**config.mk**
```make
export PLATFORM = sky130hd
export DESIGN_NAME = if_id_queue
export DESIGN_NICKNAME = d
export VERILOG_FILES = /design/src/rtl/mips_defs.sv /design/src/rtl/dffare.sv /design/src/rtl/if_id_queue_store.sv /design/src/rtl/if_id_queue.sv
export SDC_FILE = /design/constraint.sdc
export NUM_CORES = 1
export LEC_CHECK = 0
export ABC_AREA = 0
export BUFFER_PORTS_ARGS = -buffer_cell sky130_fd_sc_hd__buf_2
export CORE_ASPECT_RATIO = 0.7
export CORE_MARGIN = 2
export CORE_UTILIZATION = 47
export CTS_CLUSTER_DIAMETER = 30
export DETAILED_ROUTE_END_ITERATION = 16
export MAX_ROUTING_LAYER = met4
export PLACE_DENSITY = 0.67
export SETUP_SLACK_MARGIN = 0.1
export SLEW_MARGIN = 20
export SYNTH_ARGS = -nofsm -noshare
export SYNTH_HDL_FRONTEND = slang
export SYNTH_SLANG_ARGS = --single-unit
```
**constraint.sdc**
```tcl
create_clock -name clk -period 2.9 [get_ports clk]
set_input_delay 0.145 -clock clk [delete_from_list [all_inputs] [get_ports clk]]
set_output_delay 0.145 -clock clk [all_outputs]
set_load 0.005 [all_outputs]
```
**src/rtl/mips_defs.sv**
```systemverilog
// Shared MIPS front-end definitions.
//   MIPS_NOP      : all-zero instruction word (sll $0,$0,0), driven as a bubble
//   PC_W/INSTR_W  : widths of the program counter and instruction word
//   fetch_entry_t : one {pc, instr} pair as carried from fetch to decode
package mips_defs;

  localparam int PC_W    = 32;
  localparam int INSTR_W = 32;

  localparam logic [INSTR_W-1:0] MIPS_NOP = 32'h0000_0000;

  typedef struct packed {
    logic [PC_W-1:0]    pc;
    logic [INSTR_W-1:0] instr;
  } fetch_entry_t;

endpackage

```
**src/rtl/dffare.sv**
```systemverilog
// Generic W-bit register with synchronous reset and enable.
//   clk : clock
//   r   : synchronous active-high clear (dominates en)
//   en  : load enable
//   d   : next value
//   q   : registered value
module dffare #(
  parameter int W = 1
) (
  input  logic         clk,
  input  logic         r,
  input  logic         en,
  input  logic [W-1:0] d,
  output logic [W-1:0] q
);

  always_ff @(posedge clk) begin
    if (r) begin
      q <= '0;
    end else if (en) begin
      q <= d;
    end
  end

endmodule

```
**src/rtl/if_id_queue_store.sv**
```systemverilog
// DEPTH-entry storage for the IF/ID queue: one synchronous write port and one
// asynchronous read port. Contents are deliberately not reset; the control
// logic masks any entry that is not currently valid.
//   clk   : clock
//   we    : write enable
//   waddr : write address (write pointer)
//   wdata : {pc, instr} to store
//   raddr : read address (read pointer)
//   rdata : {pc, instr} at raddr, combinational
module if_id_queue_store
  import mips_defs::*;
#(
  parameter int DEPTH = 4,
  parameter int PTR_W = 2
) (
  input  logic               clk,
  input  logic               we,
  input  logic [PTR_W-1:0]   waddr,
  input  fetch_entry_t       wdata,
  input  logic [PTR_W-1:0]   raddr,
  output fetch_entry_t       rdata
);

  fetch_entry_t mem [DEPTH];

  always_ff @(posedge clk) begin
    if (we) begin
      mem[waddr] <= wdata;
    end
  end

  assign rdata = mem[raddr];

endmodule

```
**src/rtl/if_id_queue.sv**
```systemverilog
// Decoupling queue between instruction fetch and decode.
// Holds up to DEPTH {pc, instr} pairs in order and hands them to decode over a
// valid/ready handshake. A redirect flush discards everything so decode never
// sees wrong-path instructions; when empty, decode sees pc=0 and a NOP.
//   clk, rst              : clock, synchronous active-high reset
//   enq_valid/pc/instr    : entry offered by fetch
//   enq_ready             : queue accepts an entry (use as fetch enable)
//   flush                 : branch/jump redirect, discard all entries
//   deq_ready             : decode consumes the head entry
//   deq_valid/pc/instr    : head entry (0 / NOP when not valid)
//   count                 : occupancy 0..DEPTH
module if_id_queue
  import mips_defs::*;
#(
  parameter int DEPTH = 4,
  parameter int PTR_W = 2
) (
  input  logic               clk,
  input  logic               rst,
  input  logic               enq_valid,
  input  logic [PC_W-1:0]    enq_pc,
  input  logic [INSTR_W-1:0] enq_instr,
  output logic               enq_ready,
  input  logic               flush,
  input  logic               deq_ready,
  output logic               deq_valid,
  output logic [PC_W-1:0]    deq_pc,
  output logic [INSTR_W-1:0] deq_instr,
  output logic [PTR_W:0]     count
);

  localparam logic [PTR_W:0] FULL_COUNT = (PTR_W+1)'(DEPTH);

  logic [PTR_W-1:0] wr_ptr;
  logic [PTR_W-1:0] rd_ptr;
  logic             clear;
  logic             enq_fire;
  logic             deq_fire;
  logic [PTR_W:0]   count_next;
  fetch_entry_t     wr_entry;
  fetch_entry_t     head;

  // Readiness depends only on registered occupancy (and rst), so a full queue
  // refuses an entry even in a cycle where decode drains the head.
  assign enq_ready = !rst && (count != FULL_COUNT);
  assign deq_valid = (count != '0);
  assign enq_fire  = enq_valid && enq_ready;
  assign deq_fire  = deq_valid && deq_ready;

  // Reset and flush both collapse the queue; the clear input of each register
  // dominates its enable, so any fire in a flush cycle is ignored.
  assign clear = rst || flush;

  // Power-of-two depth: natural pointer overflow is the modulo wrap.
  dffare #(.W(PTR_W)) u_wr_ptr (
    .clk (clk),
    .r   (clear),
    .en  (enq_fire),
    .d   (wr_ptr + PTR_W'(1)),
    .q   (wr_ptr)
  );

  dffare #(.W(PTR_W)) u_rd_ptr (
    .clk (clk),
    .r   (clear),
    .en  (deq_fire),
    .d   (rd_ptr + PTR_W'(1)),
    .q   (rd_ptr)
  );

  // Occupancy changes only when exactly one side fires.
  assign count_next = enq_fire ? (count + (PTR_W+1)'(1)) : (count - (PTR_W+1)'(1));

  dffare #(.W(PTR_W+1)) u_count (
    .clk (clk),
    .r   (clear),
    .en  (enq_fire ^ deq_fire),
    .d   (count_next),
    .q   (count)
  );

  assign wr_entry.pc    = enq_pc;
  assign wr_entry.instr = enq_instr;

  if_id_queue_store #(.DEPTH(DEPTH), .PTR_W(PTR_W)) u_store (
    .clk   (clk),
    .we    (enq_fire && !flush),
    .waddr (wr_ptr),
    .wdata (wr_entry),
    .raddr (rd_ptr),
    .rdata (head)
  );

  // Stale storage is never exposed: mask to 0 / NOP when empty.
  assign deq_pc    = deq_valid ? head.pc    : '0;
  assign deq_instr = deq_valid ? head.instr : MIPS_NOP;

endmodule

```
# Word-level counts from Yosys, hierarchy flattened
# Memories as Yosys holds them, arrays and structs flattened. A register that Yosys moved wholly into a read port is not among the register bits.
# Cells that the tools add are included.
[word_totals] output_inout_bits=69 wordCells=25 in_bits=69 ramBits=256 n_memories=1 ff_bits=7
[classes] n_mux=7 eq_ne=1 reduce_logical=8 add_sub_neg=4 n_bitwise=1
[memory_table] name="u_store.mem" words=4 word_bits=64 read_ports=1 rd_clocked_by_memory_dff=1 wr=1 line="if_id_queue_store.sv:24" rtl="fetch_entry_t mem [DEPTH];"
[op_table] op="$mux W32" n=2
[op_table] op="$add A2 B1 Y2 const B" n=2
[op_table] op="$logic_and A1 B1 Y1" n=4
[op_table] op="$mux W2" n=2
[op_table] op="$add A3 B1 Y3 const B" n=1
[op_table] op="$mux W3" n=1
[op_table] op="$ne A3 B3 Y1 const B" n=1
[op_table] op="$reduce_bool A3 Y1" n=1
[op_table] op="$sub A3 B1 Y3 const B" n=1
[op_table] op="$logic_not A1 Y1" n=2
[op_table] op="$mux W1" n=2
[op_table] op="$logic_or A1 B1 Y1" n=1
[op_table] op="$xor A1 B1 Y1" n=1

# Depth between registers and ports, before layout
# Gate-level depths: netlist (run 1).
[depth] depth_word=6 depth_mapped=7 mapped_depth_nobuf=7

# Hierarchy
# Synthesis (run 1) repeated with hierarchy kept, for this count alone.
[hier_totals] hier_cells=456 area_unflattened_um2=10204.8
[modules_own_cells] mod="if_id_queue_store" area_per_inst_um2=9341.5 n_inst=1 cells_each=338 seq_area_each_um2=7687.4
[modules_own_cells] mod="if_id_queue" area_per_inst_um2=626.9 n_inst=1 cells_each=97 seq_area_each_um2=0.0
[modules_own_cells] mod="dffare at u_rd_ptr ..." area_per_inst_um2=67.6 n_inst=2 cells_each=6 seq_area_each_um2=40.0
[modules_own_cells] mod="dffare at u_count" area_per_inst_um2=101.3 n_inst=1 cells_each=9 seq_area_each_um2=60.1

# Worst setup path after synthesis (run 1)
# No wires, ideal clock.
[synth_path] path_type="register -> register" start="register u_count.q[0]" end="memory u_store.mem[0][0] in the netlist's numbering, enable pin" slack_ps=-43 stages_incl_launch_ff=6 required_time_ps=2471 arrival_time_ps=2514 setup_ps=429 path_buffers=0 synth_period_minus_slack_ps=2943 path_cell_list="dfxtp_1 -> nor3b_2 -> nor2_1 -> inv_2 -> nor2_1 -> and2_1"
[synth_via] elab_chain_cells=6
[synth_lines] item="from (decl)" line="dffare.sv:14" rtl="output logic [W-1:0] q"
[synth_lines] item="from (signal assigned)" line="dffare.sv:19" rtl="q <= '0;"
[synth_lines] item="from (signal assigned)" line="dffare.sv:21" rtl="q <= d;"
[synth_lines] item="$ne A3 B3 Y1" line="if_id_queue.sv:45" rtl="assign enq_ready = !rst && (count != FULL_COUNT);"
[synth_lines] item="$logic_and A1 B1 Y1" line="if_id_queue.sv:45"
[synth_lines] item="$logic_and A1 B1 Y1" line="if_id_queue.sv:47" rtl="assign enq_fire = enq_valid && enq_ready;"
[synth_lines] item="$logic_and A1 B1 Y1" line="if_id_queue.sv:87" rtl=".we (enq_fire && !flush),"
[synth_lines] item="$mux W1" line="if_id_queue_store.sv:27" rtl="if (we) begin"
[synth_lines] item="$mux W1 (not written as such)" line="if_id_queue_store.sv:28" rtl="mem[waddr] <= wdata;"
[synth_lines] item="to (decl)" line="if_id_queue_store.sv:24"
# Every way passes these cells.

# Worst setup path in the final report (run 1)
[layout_path] start="register u_count.q[1]" end="output deq_pc[19]"
[layout_via] elab_chain_cells=2
[layout_lines] item="$reduce_bool A3 Y1" line="if_id_queue.sv:46" rtl="assign deq_valid = (count != '0);"
[layout_lines] item="$mux W32" line="if_id_queue.sv:95" rtl="assign deq_pc = deq_valid ? head.pc : '0;"
[layout_lines] item="to (decl)" line="if_id_queue.sv:27" rtl="output logic [PC_W-1:0] deq_pc,"
# Every way passes these cells.

==> run summary, run 1 <==
Mapped Cells: 463
Cell-internal power: 7.360 mW
CTS tree: yes
Root buffer cell: clkbuf_16
Storage cell area: 7875 µm²
Largest net degree at the start of global routing: 66
CP top delay family: simple AND/OR/NAND/NOR gates
Footprint of the multi-input gates: 2170 µm²
Final worst clock skew: 0.007596 ns
Sequential Power Share: 46.3%
# H-tree levels: 2
Critical path arrival: 2.33 ns
Antenna Nets Post-Route: 0
Syn_area_per_cell: 21.99 µm²
Area contributors post-synth: edfxtp_1 75%, mux4_2 14%, and2_1 4.2%, dfxtp_1 1.8%, buf_6 0.77%
Max Slew Vio Count: 0
Layout Nets: 765
Port bufs: 137
DPL Wire Length: 11.76 mm
Placed Instance Area: 11260 µm²
Core Util, Final: 61.32%
FP Rows: 45
Post-synthesis async set-or-reset flop share: 0%
Final count of negative-setup-slack endpoints: 0
Worst setup SP type: flop
DIE AREA: 22880 µm²
Tightest Pin Transition: 0.9965 ns
TritonCTS buffer count: 37
Crit path required time: 2.76 ns
PwrDens: 697.8 nW/µm²
GRT Util Overall: 18.70%
Synth Cell Area: 10180 µm²
Commonest non-fill, non-tap cell in the layout: edfxtp_1
Clock sinks: 265
Wirelength per Cell: 20.22 µm
Combinational fraction of design power: 4.7%
Sw Pwr: 1.819 mW
Die Y: 127.2 µm
Leak pwr: 4.614 nW
Max FO, Critical Path: 65
Gp weighted congestion: 0.7748
Starting density of the core: 47.47%
Pre-CTS setup slack: 0.6201 ns
First-pass GRT wire length: 31.66 mm
RSZ-0062 raised after global routing: false
Count of cell types in the netlist: 32
IO Count: 138
Peak VDD IR: 0.0005147 V
Vias in the first global route: 5649
Fin Setup TNS: 0 ns
CP max-delay cell: or3_2
Status: finished, final reports clean
Cells along the critical path: or3_2 > and2_1 > buf_2
Min Tclk post-route: 2.472 ns
Min-delay worst type: in2reg
Pre-antenna DRT Iters: 5
Layout area overhead: 29.17%
Initial antenna violation count: 1
Post-CTS Setup Inserts: 0
WP buf/inv: 1
Ys flop type: edfxtp_1
WHS: 0.04536 ns
Total gr overflow: 0
Critical path type: reg2out
Final setup margin: 0.4281 ns
Post-synth EDFFs: 256
Synth area leader: edfxtp_1
Max_cap viols: 0
Period utilisation layout: 85.24%
Clk_lat worst skew: 0.50 ns
Worst-path clk slew: 0.05 ns
Most frequent cells in the layout: 256 x edfxtp_1, 137 x buf_2, 64 x mux4_2, 64 x and2_1, 64 x dlygate4sd3_1
Register area share after synthesis: 77.26%
Yosys warnings: 0
Worst slew margin: 33.57%
CTS max path bufs: 3
Die X-Extent: 179.9 µm
Register bit total from synthesis: 265
Critical path capture point type: output pin
Final Cell Area: 13150 µm²
Switching Share: 19.81%
DRT iter0 DRCs: 380
Clock share of power: 49.0%
Drt total wl: 20.20 mm
Core area: 21450 µm²
Syn_nets: 537
Final Hold Vio Count: 0
Crit-path max cell delay: 0.95 ns
DRC Markers: 0
Share of the synthesized area in the top cell type: 75.49%
Fillers: 1551
Share of layout cells above drive strength 1: 39.25%
Via density per instance: 5.224
Vias: 5219
Fmax: 404.6 MHz
-- layout make-up --
cell class                      instances  share of cell area, %
Antenna cell                            1                0.01902
Clock buffer                           41                  7.476
Clock inverter                         23                  2.026
Inverter                                4                 0.1141
Multi-Input combinational cell        172                  16.49
Sequential cell                       265                  59.87
Tap cell                              282                  2.682
Timing Repair Buffer                  211                  11.32
-- per-layer routing --
layer / routed length (µm) / vias to the layer above / global-route usage [%]
met5: 0 / - / -
met4: 235 / 0 / 4.304
met3: 1191 / 27 / 4.219
met2: 9341 / 160 / 28.56
met1: 9430 / 2692 / 26.16
li1: - / 2340 / -
-- state kept, by name (all words and copies together), names as in the netlist, named ones only --
signal	flops
u_store.mem	256
u_count.q	3
u_rd_ptr.q	2
u_wr_ptr.q	2
-- synth_stat cells, drive strengths merged (2+ instances only) --
master	count
xnor2	2
nor3b	3
edfxtp	256
nand2	3
nand3	3
a21oi	3
buf	13
ha	4
clkbuf	9
mux4	64
o21ai	2
and2	68
inv	4
nor2	7
dfxtp	9
-- worst reg2reg max path, stage by stage, from the launching register on --
cell	delay (ns)
dfxtp_1	0.48
nor3b_2	0.11
nor2_1	0.27
inv_2	0.10
nor2_1	0.22
and2_4	0.51
buf_4	0.30
-- per-stage QoR --
stage	power, mW	instances
after floorplan	4.505	463
after global placement	4.682	870
after detailed placement	4.695	870
after CTS	9.269	998
after global routing	9.472	998
final	9.179	999
-- cell families (layout without fill, tap and decap cells) --
family / after synthesis / count (layout) / synth area share, %
flip-flops: 265 / 265 / 77.26
AND/OR/NAND/NOR: 91 / 91 / 5.504
multiplexers: 64 / 64 / 14.15
buffers and inverters: 26 / 279 / 1.548
AO/OA/AOI/OAI: 9 / 9 / 0.5897
adder cells (fa/ha/maj): 5 / 5 / 0.6881
XOR/XNOR: 3 / 3 / 0.2581
other: 0 / 1 / 0
-- path summary, 6_finish.rpt --
path            startpoint           endpoint  slack, ns  depth (start not counted)
min                  flush       u_count.q[1]       0.05                          3
min reg2reg  u_wr_ptr.q[1]      u_wr_ptr.q[1]       0.51                          2
max           u_count.q[1]         deq_pc[19]       0.43                          3
max reg2reg   u_count.q[0]  u_store.mem[2][4]       0.63                          6
-- power groups by stage --
stage	logic (mW)	clock network, mW	registers [mW]
global route	0.470	4.75	4.26
floorplan	0.177	0	4.33
CTS	0.436	4.58	4.25
detailed placement	0.364	0	4.33
global placement	0.354	0	4.33
finish	0.430	4.49	4.25
-- timing repair --
action,4_1_cts,5_1_grt
gates resized for setup,0,0
endpoints found under the hold margin,256,0
hold buffers,64,0
No activity file was read; power rests on OpenSTA's default activity.
==> inputs of run 2 (changes only) <==
--- a/config.mk
+++ b/config.mk
@@ -6,6 +6,7 @@
 export NUM_CORES = 1
 export LEC_CHECK = 0
 export ABC_AREA = 0
+export ABC_CLOCK_PERIOD_IN_PS = 2900
 export BUFFER_PORTS_ARGS = -buffer_cell sky130_fd_sc_hd__buf_2
 export CORE_ASPECT_RATIO = 0.7
 export CORE_MARGIN = 2
@@ -18,4 +19,5 @@
 export SLEW_MARGIN = 20
 export SYNTH_ARGS = -nofsm -noshare
 export SYNTH_HDL_FRONTEND = slang
+export SYNTH_HIERARCHICAL = 1
 export SYNTH_SLANG_ARGS = --single-unit
==> run summary, run 2 <==
Tightest Pin Transition: 0.7486 ns (was 0.9965 ns)
Ys flop type: edfxtp_1 (unchanged)
Final setup margin: 0.5055 ns (was 0.4281 ns)
Critical path arrival: 2.25 ns (was 2.33 ns)
Worst setup SP type: flop (unchanged)
Vias in the first global route: 5530 (was 5649)
Post-synth EDFFs: 256 (unchanged)
CTS max path bufs: 3 (unchanged)
Root buffer cell: clkbuf_16 (unchanged)
Die Y: 127.3 µm (was 127.2 µm)
Antenna Nets Post-Route: 0 (unchanged)
Final Hold Vio Count: 0 (unchanged)
Tot Pwr: 9.545 mW (was 9.179 mW)
Sequential Power Share: 44.3% (was 46.3%)
Count of cell types in the netlist: 31 (was 32)
Cells along the critical path: buf_12 > mux4_2 > and2_1 > buf_2 (was or3_2 > and2_1 > buf_2)
Die X-Extent: 180.1 µm (was 179.9 µm)
Critical path type: reg2out (unchanged)
CTS tree: yes (unchanged)
Vias: 5170 (was 5219)
Synth cell count leaders: 256 x edfxtp_1, 65 x and2_1, 60 x mux4_2 (was 256 x edfxtp_1, 68 x and2_1, 64 x mux4_2)
Leak pwr: 4.684 nW (was 4.614 nW)
Period utilisation layout: 82.57% (was 85.24%)
Fillers: 1544 (was 1551)
Switching Share: 19.71% (was 19.81%)
Max_cap viols: 0 (unchanged)
Synth area leader: edfxtp_1 (unchanged)
Min-delay worst type: in2reg (unchanged)
Register bit total from synthesis: 263 (was 265)
Gp weighted congestion: 0.8203 (was 0.7748)
Combinational fraction of design power: 4.7% (about the same)
Drt total wl: 20.22 mm (was 20.20 mm)
Syn_nets: 526 (was 537)
Layout area overhead: 30.10% (was 29.17%)
Clock share of power: 51.0% (was 49.0%)
Sw Pwr: 1.882 mW (was 1.819 mW)
Max Slew Vio Count: 0 (unchanged)
Core area: 21510 µm² (was 21450 µm²)
Most frequent cells in the layout: 256 x edfxtp_1, 137 x buf_2, 65 x and2_1, 64 x dlygate4sd3_1, 60 x mux4_2 (was 256 x edfxtp_1, 137 x buf_2, 64 x mux4_2, 64 x and2_1, 64 x dlygate4sd3_1)
Top-count cell post-synth: edfxtp_1 (unchanged)
Worst-path clk slew: 0.05 ns (about the same)
Regs by FF count: u_store/mem: 256 flops, u_count/q: 3 flops (was u_store.mem: 256 flops, u_count.q: 3 flops)
Syn_area_per_cell: 22.38 µm² (was 21.99 µm²)
Clock sinks: 263 (was 265)
Area contributors post-synth: edfxtp_1 75%, mux4_2 13%, and2_1 4.0%, dfxtp_1 1.4%, buf_12 1.2% (was edfxtp_1 75%, mux4_2 14%, and2_1 4.2%, dfxtp_1 1.8%, buf_6 0.77%)
Critical path capture point type: output pin (unchanged)
Post-CTS Setup Inserts: 0 (unchanged)
Layout Nets: 755 (was 765)
Largest net degree at the start of global routing: 65 (was 66)
DPL Wire Length: 11.62 mm (was 11.76 mm)
RSZ-0062 raised after global routing: false (unchanged)
Clk_lat worst skew: 0.50 ns (about the same)
Crit path required time: 2.76 ns (about the same)
Max FO, Critical Path: 30 (was 65)
Share of layout cells above drive strength 1: 40.62% (was 39.25%)
Fmax: 417.6 MHz (was 404.6 MHz)
Via density per instance: 5.180 (was 5.224)
Port bufs: 137 (unchanged)
Min Tclk post-route: 2.395 ns (was 2.472 ns)
Fin Setup TNS: 0 ns (unchanged)
CP max-delay cell: dfxtp_4 (was or3_2)
Status: finished, final reports clean (unchanged)
Final worst clock skew: 0.01435 ns (was 0.007596 ns)
Total gr overflow: 0 (unchanged)
DIE AREA: 22930 µm² (was 22880 µm²)
Mapped Cells: 456 (was 463)
DRC Markers: 0 (unchanged)
Commonest non-fill, non-tap cell in the layout: edfxtp_1 (unchanged)
Register area share after synthesis: 76.70% (was 77.26%)
Yosys warnings: 6 (was 0)
Pre-antenna DRT Iters: 4 (was 5)
Cell-internal power: 7.664 mW (was 7.360 mW)
Peak VDD IR: 0.0005367 V (was 0.0005147 V)
First-pass GRT wire length: 31.77 mm (was 31.66 mm)
Wirelength per Cell: 20.26 µm (was 20.22 µm)
PwrDens: 719.0 nW/µm² (was 697.8 nW/µm²)
Starting density of the core: 47.45% (was 47.47%)
Synth Cell Area: 10200 µm² (was 10180 µm²)
FP Rows: 45 (unchanged)
GRT Util Overall: 18.72% (was 18.70%)
Worst slew margin: 50.09% (was 33.57%)
DRT iter0 DRCs: 426 (was 380)
Initial antenna violation count: 2 (was 1)
Final count of negative-setup-slack endpoints: 0 (unchanged)
Post-synthesis async set-or-reset flop share: 0% (unchanged)
Most flops, register: u_store/mem (was u_store.mem)
IO Count: 138 (unchanged)
TritonCTS buffer count: 38 (was 37)
Crit-path max cell delay: 0.55 ns (was 0.95 ns)
Max reg flops: 256 (unchanged)
Pre-CTS setup slack: 0.8808 ns (was 0.6201 ns)
# H-tree levels: 2 (unchanged)
Share of the synthesized area in the top cell type: 75.33% (was 75.49%)
[run 2: layer usage]
layer,global-route usage (%),share of wire [%],routed length [µm]
met3,4.390,6.8,1372
met5,-,0,0
met2,29.61,49,9835
met1,25.55,44,8811
met4,3.463,1.0,202
[run 2: path summary, 6_finish.rpt]
| path | endpoint | cells past startpoint | start | slack, ns |
|---|---|---|---|---|
| min reg2reg | u_count/q[1] | 2 | u_count/q[1] | 0.56 |
| min | u_rd_ptr/q[1] | 3 | flush | 0.04 |
| max | deq_instr[26] | 4 | u_rd_ptr/q[0] | 0.51 |
| max reg2reg | u_store/mem[1][31] | 5 | u_count/q[0] | 0.88 |
[run 2: cells by family after synthesis]
family          share of synthesized area, %
compound gates                        0.4169
mux                                    15.06
buf+inv                                2.133
fa+ha+maj                             0.1962
xor+xnor                              0.1717
simple gates                           5.321
flops                                  76.70
[run 2: area by class of cell]
| cell class | count | area, µm² | area share [%] |
|---|---|---|---|
| Multi-Input combinational cell | 167 | 2188 | 16.48 |
| Inverter | 5 | 18.77 | 0.1414 |
| Antenna cell | 2 | 5.005 | 0.03770 |
| Timing Repair Buffer | 210 | 1481 | 11.16 |
| Clock buffer | 42 | 1030 | 7.756 |
| Sequential cell | 263 | 7843 | 59.07 |
| Tap cell | 282 | 352.8 | 2.658 |
| Clock inverter | 27 | 357.8 | 2.695 |
[run 2: per-stage QoR]
stage                     area, µm²  hold slack (ns)  instances  util [%]
after floorplan               10230           0.2439        456         -
after global placement        11240           0.3545        863     52.27
after detailed placement      11240           0.3643        863     52.27
after CTS                     13270          0.01483        996     61.70
after global routing          13280          0.06114        998     61.73
final                         13280          0.04072        998     61.73
[run 2: power by group through the flow]
stage          combinational, mW  sequential [mW]  clock (mW)
2_1_floorplan              0.193             4.30           0
4_1_cts                    0.461             4.22        4.96
6_report                   0.451             4.23        4.87
3_5_place_dp               0.388             4.30           0
5_1_grt                    0.498             4.23        5.12
3_3_place_gp               0.375             4.30           0
[run 2: worst max-delay path: cells and delay by family (launching register included)]
family / cells / cell delay (ns)
multiplexers: 1 / 0.54
AND/OR/NAND/NOR: 1 / 0.19
flip-flops: 1 / 0.55
buffers and inverters: 2 / 0.43
[run 2: repair_timing]
action,4_1_cts,5_1_grt
endpoints found under the hold margin,256,0
resized for setup,0,0
hold buffers,64,0
